`config.mk`:
```
export PLATFORM = sky130hd
export DESIGN_NAME = transaction_router_nvc_flat
export DESIGN_NICKNAME = d
export VERILOG_FILES = /design/src/rtl/transaction_router_nvc_pkg.sv /design/src/rtl/transaction_router_nvc_if.sv /design/src/rtl/transaction_router_nvc_fifo.sv /design/src/rtl/transaction_router_nvc.sv /design/src/flat_wrapper.sv
export SDC_FILE = /design/constraint.sdc
export NUM_CORES = 1
export LEC_CHECK = 0
export BUFFER_PORTS_ARGS = -buffer_cell sky130_fd_sc_hd__buf_2
export CORE_MARGIN = 2
export CORE_UTILIZATION = 65
export DETAILED_ROUTE_END_ITERATION = 7
export PLACE_DENSITY = 0.82
export SYNTH_ARGS = -nofsm -noshare
export SYNTH_HDL_FRONTEND = slang
export SYNTH_SLANG_ARGS = --single-unit
```
`constraint.sdc`:
```
create_clock -name clk -period 5.9 [get_ports clk]
set_input_delay 0 -clock clk [delete_from_list [all_inputs] [get_ports clk]]
set_output_delay 0 -clock clk [all_outputs]
set_load 0.03 [all_outputs]
```
`src/rtl/transaction_router_nvc_pkg.sv`:
```
// ============================================================================
// transaction_router_nvc_pkg : shared types for the VC-to-destination router
// Revision 1.0
// ============================================================================
`default_nettype none

package transaction_router_nvc_pkg;

   typedef enum logic {
      ARB_PRIORITY    = 1'b0,
      ARB_ROUND_ROBIN = 1'b1
   } arb_mode_e;

   function automatic bit is_round_robin(input int mode);
      return mode == int'(ARB_ROUND_ROBIN);
   endfunction

endpackage

`default_nettype wire

```
`src/rtl/transaction_router_nvc_if.sv`:
```
// ============================================================================
// transaction_router_nvc_if : ingress handshake and per-destination egress bus
// Revision 1.0
// ============================================================================
`default_nettype none

interface transaction_router_nvc_if #(
   parameter int DATA_W   = 6,
   parameter int NUM_DEST = 2
);
   logic                       in_valid;
   logic [DATA_W-1:0]          in_data;
   logic                       in_ready;
   logic [NUM_DEST-1:0]        pop;
   logic [NUM_DEST*DATA_W-1:0] out_data;
   logic [NUM_DEST-1:0]        out_empty;
   logic [NUM_DEST-1:0]        out_aempty;

   modport master (
      output in_valid, in_data, pop,
      input  in_ready, out_data, out_empty, out_aempty
   );

   modport slave (
      input  in_valid, in_data, pop,
      output in_ready, out_data, out_empty, out_aempty
   );
endinterface

`default_nettype wire

```
`src/rtl/transaction_router_nvc_fifo.sv`:
```
// ============================================================================
// transaction_router_nvc_fifo : show-ahead RAM FIFO, thresholds, sticky error
// Revision 1.0
// ============================================================================
`default_nettype none

module transaction_router_nvc_fifo #(
   parameter int DATA_W = 6,
   parameter int AW     = 2
) (
   input  wire              clk,
   input  wire              reset_L,
   input  wire              push,
   input  wire              pop,
   input  wire [DATA_W-1:0] wdata,
   input  wire [AW:0]       afull_thr,
   input  wire [AW:0]       aempty_thr,
   output logic [DATA_W-1:0] rdata,
   output logic             empty,
   output logic             afull,
   output logic             aempty,
   output logic             err
);
   localparam int          DEPTH      = 1 << AW;
   localparam logic [AW:0] FULL_COUNT = (AW+1)'(DEPTH);

   logic [DATA_W-1:0] mem [DEPTH];
   logic [AW-1:0]     wr_ptr;
   logic [AW-1:0]     rd_ptr;
   logic [AW:0]       count;
   logic              full;
   logic              do_push;
   logic              do_pop;
   logic              bad_op;

   assign empty   = (count == '0);
   assign full    = (count == FULL_COUNT);
   assign afull   = (count >= afull_thr);
   assign aempty  = (count <= aempty_thr);
   // A pop frees a slot in the same edge, so push into a full FIFO is legal then.
   assign do_pop  = pop & ~empty;
   assign do_push = push & (~full | do_pop);
   assign bad_op  = (pop & empty) | (push & full & ~do_pop);
   assign rdata   = empty ? '0 : mem[rd_ptr];

   always_ff @(posedge clk or negedge reset_L) begin
      if (!reset_L) begin
         wr_ptr <= '0;
         rd_ptr <= '0;
         count  <= '0;
         err    <= 1'b0;
      end else begin
         if (do_push) wr_ptr <= wr_ptr + 1'b1;
         if (do_pop)  rd_ptr <= rd_ptr + 1'b1;
         case ({do_push, do_pop})
            2'b10:   count <= count + 1'b1;
            2'b01:   count <= count - 1'b1;
            default: count <= count;
         endcase
         if (bad_op) err <= 1'b1;
      end
   end

   always_ff @(posedge clk) begin
      if (do_push) mem[wr_ptr] <= wdata;
   end

endmodule

`default_nettype wire

```
`src/rtl/transaction_router_nvc.sv`:
```
// ============================================================================
// transaction_router_nvc : NUM_VC virtual-channel FIFOs arbitrated into NUM_DEST FIFOs
// Revision 1.0
// ============================================================================
`default_nettype none

module transaction_router_nvc
   import transaction_router_nvc_pkg::*;
#(
   parameter int DATA_W   = 6,
   parameter int NUM_VC   = 2,
   parameter int NUM_DEST = 2,
   parameter int VC_AW    = 3,
   parameter int D_AW     = 2,
   parameter int ARB_MODE = 0
) (
   input  wire               clk,
   input  wire               reset_L,
   input  wire               enable,
   input  wire [VC_AW:0]     vc_afull_thr,
   input  wire [D_AW:0]      d_afull_thr,
   input  wire [D_AW:0]      d_aempty_thr,
   transaction_router_nvc_if.slave bus,
   output logic              error,
   output logic              idle
);
   localparam int VC_ID_W   = $clog2(NUM_VC);
   localparam int DEST_ID_W = $clog2(NUM_DEST);
   localparam bit RR_MODE   = is_round_robin(ARB_MODE);

   logic [VC_ID_W-1:0]               in_vc;
   logic [NUM_VC-1:0]                vc_push;
   logic [NUM_VC-1:0]                vc_pop;
   logic [NUM_VC-1:0]                vc_empty;
   logic [NUM_VC-1:0]                vc_afull;
   logic [NUM_VC-1:0]                vc_aempty;
   logic [NUM_VC-1:0]                vc_err;
   logic [DATA_W-1:0]                vc_head [NUM_VC];
   logic [NUM_DEST-1:0]              d_empty;
   logic [NUM_DEST-1:0]              d_afull;
   logic [NUM_DEST-1:0]              d_err;
   logic [NUM_DEST-1:0][NUM_VC-1:0]  gnt;

   assign in_vc        = bus.in_data[DATA_W-1 -: VC_ID_W];
   assign bus.in_ready = reset_L & enable & ~vc_afull[in_vc];

   always_comb begin
      vc_push = '0;
      for (int v = 0; v < NUM_VC; v++) begin
         vc_push[v] = bus.in_valid & bus.in_ready & (in_vc == VC_ID_W'(v));
      end
   end

   // Each VC has a single head, so at most one destination can grant it.
   always_comb begin
      vc_pop = '0;
      for (int d = 0; d < NUM_DEST; d++) begin
         vc_pop = vc_pop | gnt[d];
      end
   end

   for (genvar v = 0; v < NUM_VC; v++) begin : g_vc
      // Almost-empty threshold tied to 0 makes aempty an exact empty flag for idle.
      transaction_router_nvc_fifo #(.DATA_W(DATA_W), .AW(VC_AW)) u_vc_fifo (
         .clk        (clk),
         .reset_L    (reset_L),
         .push       (vc_push[v]),
         .pop        (vc_pop[v]),
         .wdata      (bus.in_data),
         .afull_thr  (vc_afull_thr),
         .aempty_thr ('0),
         .rdata      (vc_head[v]),
         .empty      (vc_empty[v]),
         .afull      (vc_afull[v]),
         .aempty     (vc_aempty[v]),
         .err        (vc_err[v])
      );
   end

   for (genvar d = 0; d < NUM_DEST; d++) begin : g_arb
      logic [NUM_VC-1:0]  req_d;
      logic [NUM_VC-1:0]  gnt_d;
      logic [VC_ID_W-1:0] rr_ptr;
      logic [VC_ID_W-1:0] base;
      logic [VC_ID_W-1:0] cand;
      logic [VC_ID_W-1:0] gnt_idx;
      logic               found;
      logic [DATA_W-1:0]  rdata_d;

      always_comb begin
         req_d = '0;
         for (int v = 0; v < NUM_VC; v++) begin
            req_d[v] = enable & ~vc_empty[v] & ~d_afull[d] &
                       (vc_head[v][DATA_W-1-VC_ID_W -: DEST_ID_W] == DEST_ID_W'(d));
         end
      end

      // Search starts at rr_ptr in round-robin mode, at VC 0 for strict priority.
      always_comb begin
         gnt_d   = '0;
         gnt_idx = '0;
         found   = 1'b0;
         cand    = '0;
         base    = RR_MODE ? rr_ptr : '0;
         for (int i = 0; i < NUM_VC; i++) begin
            cand = base + VC_ID_W'(i);
            if (!found && req_d[cand]) begin
               found       = 1'b1;
               gnt_idx     = cand;
               gnt_d[cand] = 1'b1;
            end
         end
      end

      always_ff @(posedge clk or negedge reset_L) begin
         if (!reset_L) begin
            rr_ptr <= '0;
         end else if (RR_MODE && found) begin
            rr_ptr <= gnt_idx + 1'b1;
         end
      end

      assign gnt[d] = gnt_d;

      transaction_router_nvc_fifo #(.DATA_W(DATA_W), .AW(D_AW)) u_dest_fifo (
         .clk        (clk),
         .reset_L    (reset_L),
         .push       (found),
         .pop        (bus.pop[d] & enable),
         .wdata      (vc_head[gnt_idx]),
         .afull_thr  (d_afull_thr),
         .aempty_thr (d_aempty_thr),
         .rdata      (rdata_d),
         .empty      (d_empty[d]),
         .afull      (d_afull[d]),
         .aempty     (bus.out_aempty[d]),
         .err        (d_err[d])
      );

      assign bus.out_data[d*DATA_W +: DATA_W] = rdata_d;
   end

   assign bus.out_empty = d_empty;
   assign error         = (|vc_err) | (|d_err);
   assign idle          = (&vc_aempty) & (&d_empty);

endmodule

`default_nettype wire

```
`src/flat_wrapper.sv`:
```
// flat-port wrapper written by rule: the top's interface ports become plain ports
module transaction_router_nvc_flat import transaction_router_nvc_pkg::*;
#(
   parameter int DATA_W   = 6,
   parameter int NUM_VC   = 2,
   parameter int NUM_DEST = 2,
   parameter int VC_AW    = 3,
   parameter int D_AW     = 2,
   parameter int ARB_MODE = 0
)
  (clk, reset_L, enable, vc_afull_thr, d_afull_thr, d_aempty_thr, error, idle, bus_in_valid, bus_in_data, bus_pop, bus_in_ready, bus_out_data, bus_out_empty, bus_out_aempty);
  transaction_router_nvc_if #(.DATA_W(DATA_W), .NUM_DEST(NUM_DEST)) bus_i ();
  input  wire clk;
  input  wire reset_L;
  input  wire enable;
  input  wire [VC_AW:0] vc_afull_thr;
  input  wire [D_AW:0] d_afull_thr;
  input  wire [D_AW:0] d_aempty_thr;
  output logic error;
  output logic idle;
  input wire logic [$bits(bus_i.in_valid)-1:0] bus_in_valid;
  input wire logic [$bits(bus_i.in_data)-1:0] bus_in_data;
  input wire logic [$bits(bus_i.pop)-1:0] bus_pop;
  output wire logic [$bits(bus_i.in_ready)-1:0] bus_in_ready;
  output wire logic [$bits(bus_i.out_data)-1:0] bus_out_data;
  output wire logic [$bits(bus_i.out_empty)-1:0] bus_out_empty;
  output wire logic [$bits(bus_i.out_aempty)-1:0] bus_out_aempty;
  assign bus_i.in_valid = bus_in_valid;
  assign bus_i.in_data = bus_in_data;
  assign bus_i.pop = bus_pop;
  assign bus_in_ready = bus_i.in_ready;
  assign bus_out_data = bus_i.out_data;
  assign bus_out_empty = bus_i.out_empty;
  assign bus_out_aempty = bus_i.out_aempty;
  transaction_router_nvc #(.DATA_W(DATA_W), .NUM_VC(NUM_VC), .NUM_DEST(NUM_DEST), .VC_AW(VC_AW), .D_AW(D_AW), .ARB_MODE(ARB_MODE)) u_core (.clk(clk), .reset_L(reset_L), .enable(enable), .vc_afull_thr(vc_afull_thr), .d_afull_thr(d_afull_thr), .d_aempty_thr(d_aempty_thr), .bus(bus_i), .error(error), .idle(idle));
endmodule
```
## Word level (Yosys, flattened, before mapping)

Memories as Yosys holds them, arrays and structs flattened.
Cells that the tools add are included.

| word-level totals | value |
|---|---|
| memories | 4 |
| memory bits (writable) | 144 |
| input port bits | 22 |
| output and inout port bits | 19 |
| logic and storage cells | 173 |
| register bits after elaboration | 38 |

Memories:

| name | depth | width | read ports | clocked after memory_dff | wr ports | RTL line | RTL |
|---|---|---|---|---|---|---|---|
| u_core.g_vc[0].u_vc_fifo.mem | 8 | 6 | 1 | 0 | 1 | transaction_router_nvc_fifo.sv:27 | `logic [DATA_W-1:0] mem [DEPTH];` |
| u_core.g_vc[1].u_vc_fifo.mem | 8 | 6 | 1 | 0 | 1 | transaction_router_nvc_fifo.sv:27 |  |
| u_core.g_arb[0].u_dest_fifo.mem | 4 | 6 | 1 | 0 | 1 | transaction_router_nvc_fifo.sv:27 |  |
| u_core.g_arb[1].u_dest_fifo.mem | 4 | 6 | 1 | 0 | 1 | transaction_router_nvc_fifo.sv:27 |  |

| cells by class | value |
|---|---|
| multiplexer cells | 30 |
| $lt $le $gt $ge | 11 |
| equal/unequal tests | 12 |
| bitwise operators | 68 |
| add/sub/neg operators | 16 |
| reductions and logical operators | 16 |

Operators with widths:

| cell | count |
|---|---|
| 6-bit 2-to-1 mux | 10 |
| 1-bit bitwise AND | 38 |
| 3-bit by 1-bit adder with 3-bit output, second input constant | 6 |
| 1-bit NOT | 18 |
| 1-bit 2-to-1 mux | 16 |
| 4-bit one-hot mux with 2 select lines | 2 |
| 3-bit one-hot mux with 2 select lines | 2 |
| 1-bit OR | 9 |
| 2-bit by 1-bit adder with 2-bit output, second input constant | 4 |
| 4-bit by 1-bit adder with 4-bit output, second input constant | 2 |
| 2-bit by 1-bit equality test with 1-bit output, second input constant | 4 |
| 2-bit equality test, second input constant | 4 |
| 4-bit equality test, second input constant | 2 |
| 4-bit >= comparator | 2 |
| 4-bit by 1-bit less-or-equal comparator with 1-bit output, second input constant | 2 |
| 4-bit zero test | 2 |
| 2-bit nonzero test | 4 |
| 4-bit by 1-bit subtractor with 4-bit output, second input constant | 2 |
| 3-bit equality test, second input constant | 2 |
| 3-bit >= comparator | 2 |
| 3-bit less-or-equal comparator | 2 |
| 3-bit zero test | 2 |
| 3-bit by 1-bit subtractor with 3-bit output, second input constant | 2 |
| 2-bit >= comparator, second input constant | 2 |
| other kinds (7) | 12 |

## Depth between registers and ports, before layout

| logic depth | value |
|---|---|
| word-level depth | 15 |
| gate-level depth with buffers | 15 |

## By module

From an unflattened synthesis, not the netlist that was laid out.

| unflattened totals | value |
|---|---|
| cells, all modules | 582 |
| area total of the unflattened synthesis | 8,690.8 µm² |

By module, submodules not included:

| module | area an instance (µm²) | instances | cells each |
|---|---|---|---|
| transaction_router_nvc_fifo (u_core.g_vc[0].u_vc_fifo ...) | 2,665.1 | 2 | 174 |
| transaction_router_nvc_fifo (u_core.g_arb[0].u_dest_fifo ...) | 1,530.2 | 2 | 100 |
| transaction_router_nvc | 300.3 | 1 | 34 |

## Least setup slack after synthesis

No wires, ideal clock.

| timing path | value |
|---|---|
| kind | register to register |
| from | reg u_core.g_vc[0].u_vc_fifo.count[0] |
| to | mem u_core.g_vc[0].u_vc_fifo.mem[4][0], enable pin |
| setup slack | 2.793 ns |
| setup time | 0.388 ns |
| path buffers | 0 |
| cell stages (with the launch flop) | 9 |
| data arrival time | 2.718 ns |
| path through | dfrtp_1 inv_1 ha_1 nand2b_1 a21o_1 a21o_1 a2111o_1 a21o_1 nor4b_1 |

| on the way | value |
|---|---|
| longest elaborated chain between the ends | 12 |
| elaborated cells on any way between the ends | 26 |

RTL lines:

| element | RTL line | RTL |
|---|---|---|
| from (decl) | transaction_router_nvc_fifo.sv:30 | `logic [AW:0] count;` |
| from (signal assigned) | transaction_router_nvc_fifo.sv:56 | `2'b10: count <= count + 1'b1;` |
| from (signal assigned) | transaction_router_nvc_fifo.sv:57 | `2'b01: count <= count - 1'b1;` |
| from (signal assigned) | transaction_router_nvc_fifo.sv:58 | `default: count <= count;` |
| 4-bit zero test | transaction_router_nvc_fifo.sv:36 | `assign empty = (count == '0);` |
| 1-bit NOT | transaction_router_nvc_fifo.sv:41, transaction_router_nvc.sv:93 |  |
| 1-bit bitwise AND (3 in series) | transaction_router_nvc.sv:93 | `req_d[v] = enable & ~vc_empty[v] & ~d_afull[d] &` |
| 1-bit 2-to-1 mux | transaction_router_nvc.sv:107 | `if (!found && req_d[cand]) begin` |
| 2-bit OR | transaction_router_nvc.sv:58 | `vc_pop = vc_pop \| gnt[d];` |
| 1-bit bitwise AND | transaction_router_nvc_fifo.sv:41 | `assign do_pop = pop & ~empty;` |
| 1-bit OR | transaction_router_nvc_fifo.sv:42 | `assign do_push = push & (~full \| do_pop);` |
| 1-bit bitwise AND * | transaction_router_nvc_fifo.sv:42 |  |
| 1-bit 2-to-1 mux * | transaction_router_nvc_fifo.sv:65 | `if (do_push) mem[wr_ptr] <= wdata;` |
| 1-bit 2-to-1 mux (not written as such) * | transaction_router_nvc_fifo.sv:65 |  |
| to (decl) | transaction_router_nvc_fifo.sv:27 |  |

Mark *: on every way between the ends. The rest lies on a longest branch, timed or not. The select of a mux whose other input is x is not followed.

## Worst setup path in the final report

| timing path | value |
|---|---|
| from | reg u_core.g_vc[1].u_vc_fifo.rd_ptr[0] |
| to | reg u_core.g_arb[1].u_dest_fifo.count[2] |

| on the way | value |
|---|---|
| longest elaborated chain between the ends | 8 |
| elaborated cells on any way between the ends | 10 |

RTL lines:

| element | RTL line | RTL |
|---|---|---|
| from (decl) | transaction_router_nvc_fifo.sv:29 | `logic [AW-1:0] rd_ptr;` |
| from (signal assigned) | transaction_router_nvc_fifo.sv:54 | `if (do_pop) rd_ptr <= rd_ptr + 1'b1;` |
| memory 8 x 6 bit * | - |  |
| 6-bit 2-to-1 mux * | transaction_router_nvc_fifo.sv:44 | `assign rdata = empty ? '0 : mem[rd_ptr];` |
| 1-bit bitwise AND * | transaction_router_nvc.sv:93 |  |
| 1-bit logical AND * | transaction_router_nvc.sv:107 |  |
| 1-bit 2-to-1 mux * | transaction_router_nvc.sv:107 |  |
| 1-bit bitwise AND * | transaction_router_nvc_fifo.sv:42 |  |
| 2-bit by 1-bit equality test with 1-bit output / 2-bit equality test (equally long branches) | transaction_router_nvc_fifo.sv:55 | `case ({do_push, do_pop})` |
| 3-bit one-hot mux with 2 select lines / 2-bit nonzero test (equally long branches) | - |  |
| to (signal assigned) | transaction_router_nvc_fifo.sv:56 |  |
| to (signal assigned) | transaction_router_nvc_fifo.sv:57 |  |
| to (signal assigned) | transaction_router_nvc_fifo.sv:58 |  |
| to (decl) | transaction_router_nvc_fifo.sv:30 |  |

Mark *: on every way between the ends. The rest lies on a longest branch, timed or not.
A chain may end at the register's enable or synchronous reset.

==> summary.md <==
| Metric | Value |
|---|---|
| Outcome | finished, final reports clean |
| Detailed Routing Iterations Pass 1 | 5 |
| Final instance area | 9520 sq um |
| Final ANT Viol Nets | 0 |
| Crit path max-delay family | compound AO/OA/AOI/OAI gates |
| Pin count of the biggest net entering global routing | 41 |
| Internal power | 3.17 mW |
| Reg-to-Reg End | u_core.g_arb[1].u_dest_fifo.count[2] |
| Placement Cell Area | 8900 sq um |
| Comb power frac | 0.379 |
| Slew headroom | 0.211 |
| Final clock period utilization by the worst path | 0.663 |
| F_max | 256 MHz |
| Async S/R FF share, synth | 0.209 |
| Port buffer count | 40 |
| Reg2reg path depth | 8 |
| First-pass GRT wire length | 26,400 um |
| Slew Viols, Final | 0 |
| Critical path launch point type | flop |
| P&R area growth vs syn | 11.1% |
| Initial Util | 0.673 |
| Reg power frac | 0.405 |
| Area contributors post-synth | edfxtp_1, dfrtp_1, mux4_2, ha_1, mux2i_1 |
| CP Max Fanout | 16 |
| Area leader, netlist | edfxtp_1 |
| CP Data Arrival Time | 4230 ps |
| Clock-pin transition on the worst setup and hold timing paths | 60 ps |
| Worst slew pin tran | 1170 ps |
| Req. time, crit path | 6220 ps |
| # diodes | 0 |
| Post-synth EDFFs | 144 |
| Synthesis Warnings | 0 |
| Critical path endpoint category | flop |
| R2R setup slack | 1990 ps |
| Highest-delay cell along the critical path | dfrtp_1 |
| Top FF cell, synth | edfxtp_1 |
| Post-Layout Cell Count | 800 |
| H-tree levels | 4 |
| Leakage | 3.61 nW |
| RSZ-0062 raised after global routing | false |
| Critical-path cell list | mux2_1, a2bb2oi_1, and3b_1, o21ai_1, nand2_1, fa_1, or3_1, a311o_1 |
| Clk root buf | clkbuf_16 |
| Synthesized area | 8570 sq um |
| NumNets Final | 677 |
| Site row count | 41 |
| Final core occ | 0.748 |
| Post-Syn Area per Cell | 15.1 sq um |
| WHS Path Cells | 1 |
| # IOs | 41 |
| Sw Pwr | 1.86 mW |
| Pwr/cell area | 529 nW/um^2 |
| Final TNS setup | 0 ps |
| Seq cells post-synth | 182 |
| CTS Buffer Depth | 2 |
| Wire length per cell | 20.4 um |
| Clock Skew | 6.83 ps |
| # DRC | 0 |
| Post-synth top area share | 0.505 |
| Drt via density | 6.04 |
| Clk sinks | 182 |
| Die height | 119 um |
| Detailed-placement wirelength estimate | 11,200 um |
| Clk network pwr share | 0.216 |
| CTS tree | built |
| Buf+Inv Stages, Crit Path | 0 |
| Sequential-to-total area share from yosys stat | 0.616 |
| Tmin final | 3910 ps |
| Number of global-route vias before repair | 4,984 |
| Setup bufs post-CTS | 0 |
| Switch share | 0.370 |
| DR iter-0 viols | 389 |
| Post-Syn Nets | 630 |
| Critical register-to-register path startpoint | u_core.g_vc[1].u_vc_fifo.rd_ptr[0] |
| Total Die Area | 14,100 sq um |
| Inst Count DP | 762 |
| Pre-CTS setup slack | 2020 ps |
| PnR worst setup slack | 1990 ps |
| Final setup viols | 0 |
| Yosys cell types | 63 |
| Initial antenna violation count | 0 |
| Hold Crit Start | bus_in_data[5] |
| WL final | 16,300 um |
| Worst vdd ir | 0.322 mV |
| Max incr delay on CP | 930 ps |
| Max Cap Viol | 0 |
| Mapped Cells | 568 |
| Final-report hold violation count | 0 |
| Hold worst-path end | u_core.g_vc[1].u_vc_fifo.mem[3][5] |
| Via count | 4,828 |
| Worst hold-check path type | in -> reg |
| CTS Buf Count | 17 |
| GPL Wtd Cong | 0.826 |
| Die width | 119 um |
| Share of cells above drive strength 1 | 0.199 |
| Overflow after GRT | 0 |
| Gr usage total | 0.250 |
| Pwr Total | 5.03 mW |
| Core box area | 12,700 sq um |
| Hold_ws | 18.8 ps |
| Kind of critical path | reg -> reg |
| Clk Latency, worst-skew pair | 440 ps |
-- power groups by stage --
stage / combinational (mW) / sequential (mW) / clock (mW)
after CTS: 1.91 / 2.04 / 1.09
after global routing: 2.09 / 2.08 / 1.15
after global placement: 1.79 / 2.05 / 0
final: 1.91 / 2.04 / 1.09
after detailed placement: 1.88 / 2.07 / 0
after floorplan: 1.63 / 1.85 / 0
-- registers in the layout, summed over array words and instances (netlist names) --
name                             count
u_core.g_vc.u_vc_fifo.rd_ptr         6
u_core.g_arb.u_dest_fifo.rd_ptr      4
u_core.g_arb.u_dest_fifo.count       6
u_core.g_arb.u_dest_fifo.err         2
u_core.g_arb.u_dest_fifo.mem        48
u_core.g_vc.u_vc_fifo.count          8
u_core.g_vc.u_vc_fifo.err            2
u_core.g_vc.u_vc_fifo.mem           96
u_core.g_vc.u_vc_fifo.wr_ptr         6
u_core.g_arb.u_dest_fifo.wr_ptr      4
-- cells in the mapped netlist (5+ instances only) --
library cell,count
nor2_1,25
mux2_2,9
and2_1,13
nand2_1,44
a21oi_1,12
o21ai_0,6
nand3_1,7
clkbuf_1,9
a21o_1,11
dfrtp_1,38
o211ai_1,5
inv_1,26
buf_2,6
nand2b_1,7
xnor2_1,17
edfxtp_1,144
ha_1,36
xor2_1,7
nor3_1,8
mux4_2,34
nor2b_1,18
mux2i_1,18
-- kinds of logic after synthesis --
kind of cell | Yosys count | synth area share
buffers and inverters | 48 | 0.0245
AO/OA/AOI/OAI | 63 | 0.0545
multiplexers | 65 | 0.128
flip-flops | 182 | 0.616
XOR/XNOR | 24 | 0.0245
AND/OR/NAND/NOR | 146 | 0.0909
adder cells (fa/ha/maj) | 40 | 0.0619
-- layout make-up --
cell class	count	area (sq um)
fillers	806	3200
multi-input cells	338	3080
repair buffers	50	290
well taps	172	215
flip-flops and latches	182	5280
inverters	26	97.6
clock inverters	13	129
clock buffers	19	433
-- routing by layer --
metal  part of all wire  wire length, um  global-route usage
met5                  0                0                   0
met1               0.42             6910               0.321
met4              0.021              342              0.0900
met3              0.045              736              0.0584
met2               0.51             8300               0.421
-- worst max path at each step --
| stage | startpoint | to | slack, ps | cells after the start |
|---|---|---|---|---|
| global route | u_core.g_vc[1].u_vc_fifo.rd_ptr[0] | u_core.g_arb[1].u_dest_fifo.count[2] | 1720 | 8 |
| global placement | u_core.g_vc[1].u_vc_fifo.rd_ptr[0] | u_core.g_arb[1].u_dest_fifo.count[2] | 2160 | 8 |
| detailed placement | u_core.g_vc[1].u_vc_fifo.rd_ptr[0] | u_core.g_arb[1].u_dest_fifo.count[2] | 2020 | 8 |
| floorplan | u_core.g_vc[0].u_vc_fifo.count[0] | u_core.g_vc[0].u_vc_fifo.mem[4][0] | 2790 | 8 |
| CTS | u_core.g_vc[1].u_vc_fifo.rd_ptr[0] | u_core.g_arb[1].u_dest_fifo.count[2] | 1990 | 8 |
| finish | u_core.g_vc[1].u_vc_fifo.rd_ptr[0] | u_core.g_arb[1].u_dest_fifo.count[2] | 1990 | 8 |
-- cell usage in the layout, fill, tap and decap left out, types with 9 or more instances in the layout --
master / count
edfxtp_1: 144
nand2_1: 44
buf_2: 40
dfrtp_1: 38
ha_1: 36
mux4_2: 34
inv_1: 26
nor2_1: 25
mux2i_1: 18
nor2b_1: 18
xnor2_1: 17
clkbuf_16: 17
and2_1: 13
a21oi_1: 12
a21o_1: 11
mux2_2: 9
-- what timing repair did --
| item | 4_1_cts | 5_1_grt |
|---|---|---|
| endpoints found under the setup margin | 0 | 0 |
| hold buffers | 6 | 0 |
| hold endpoints to repair | 118 | 0 |
| resized for setup | 0 | 0 |
No activity file was read; power rests on OpenSTA's default activity.
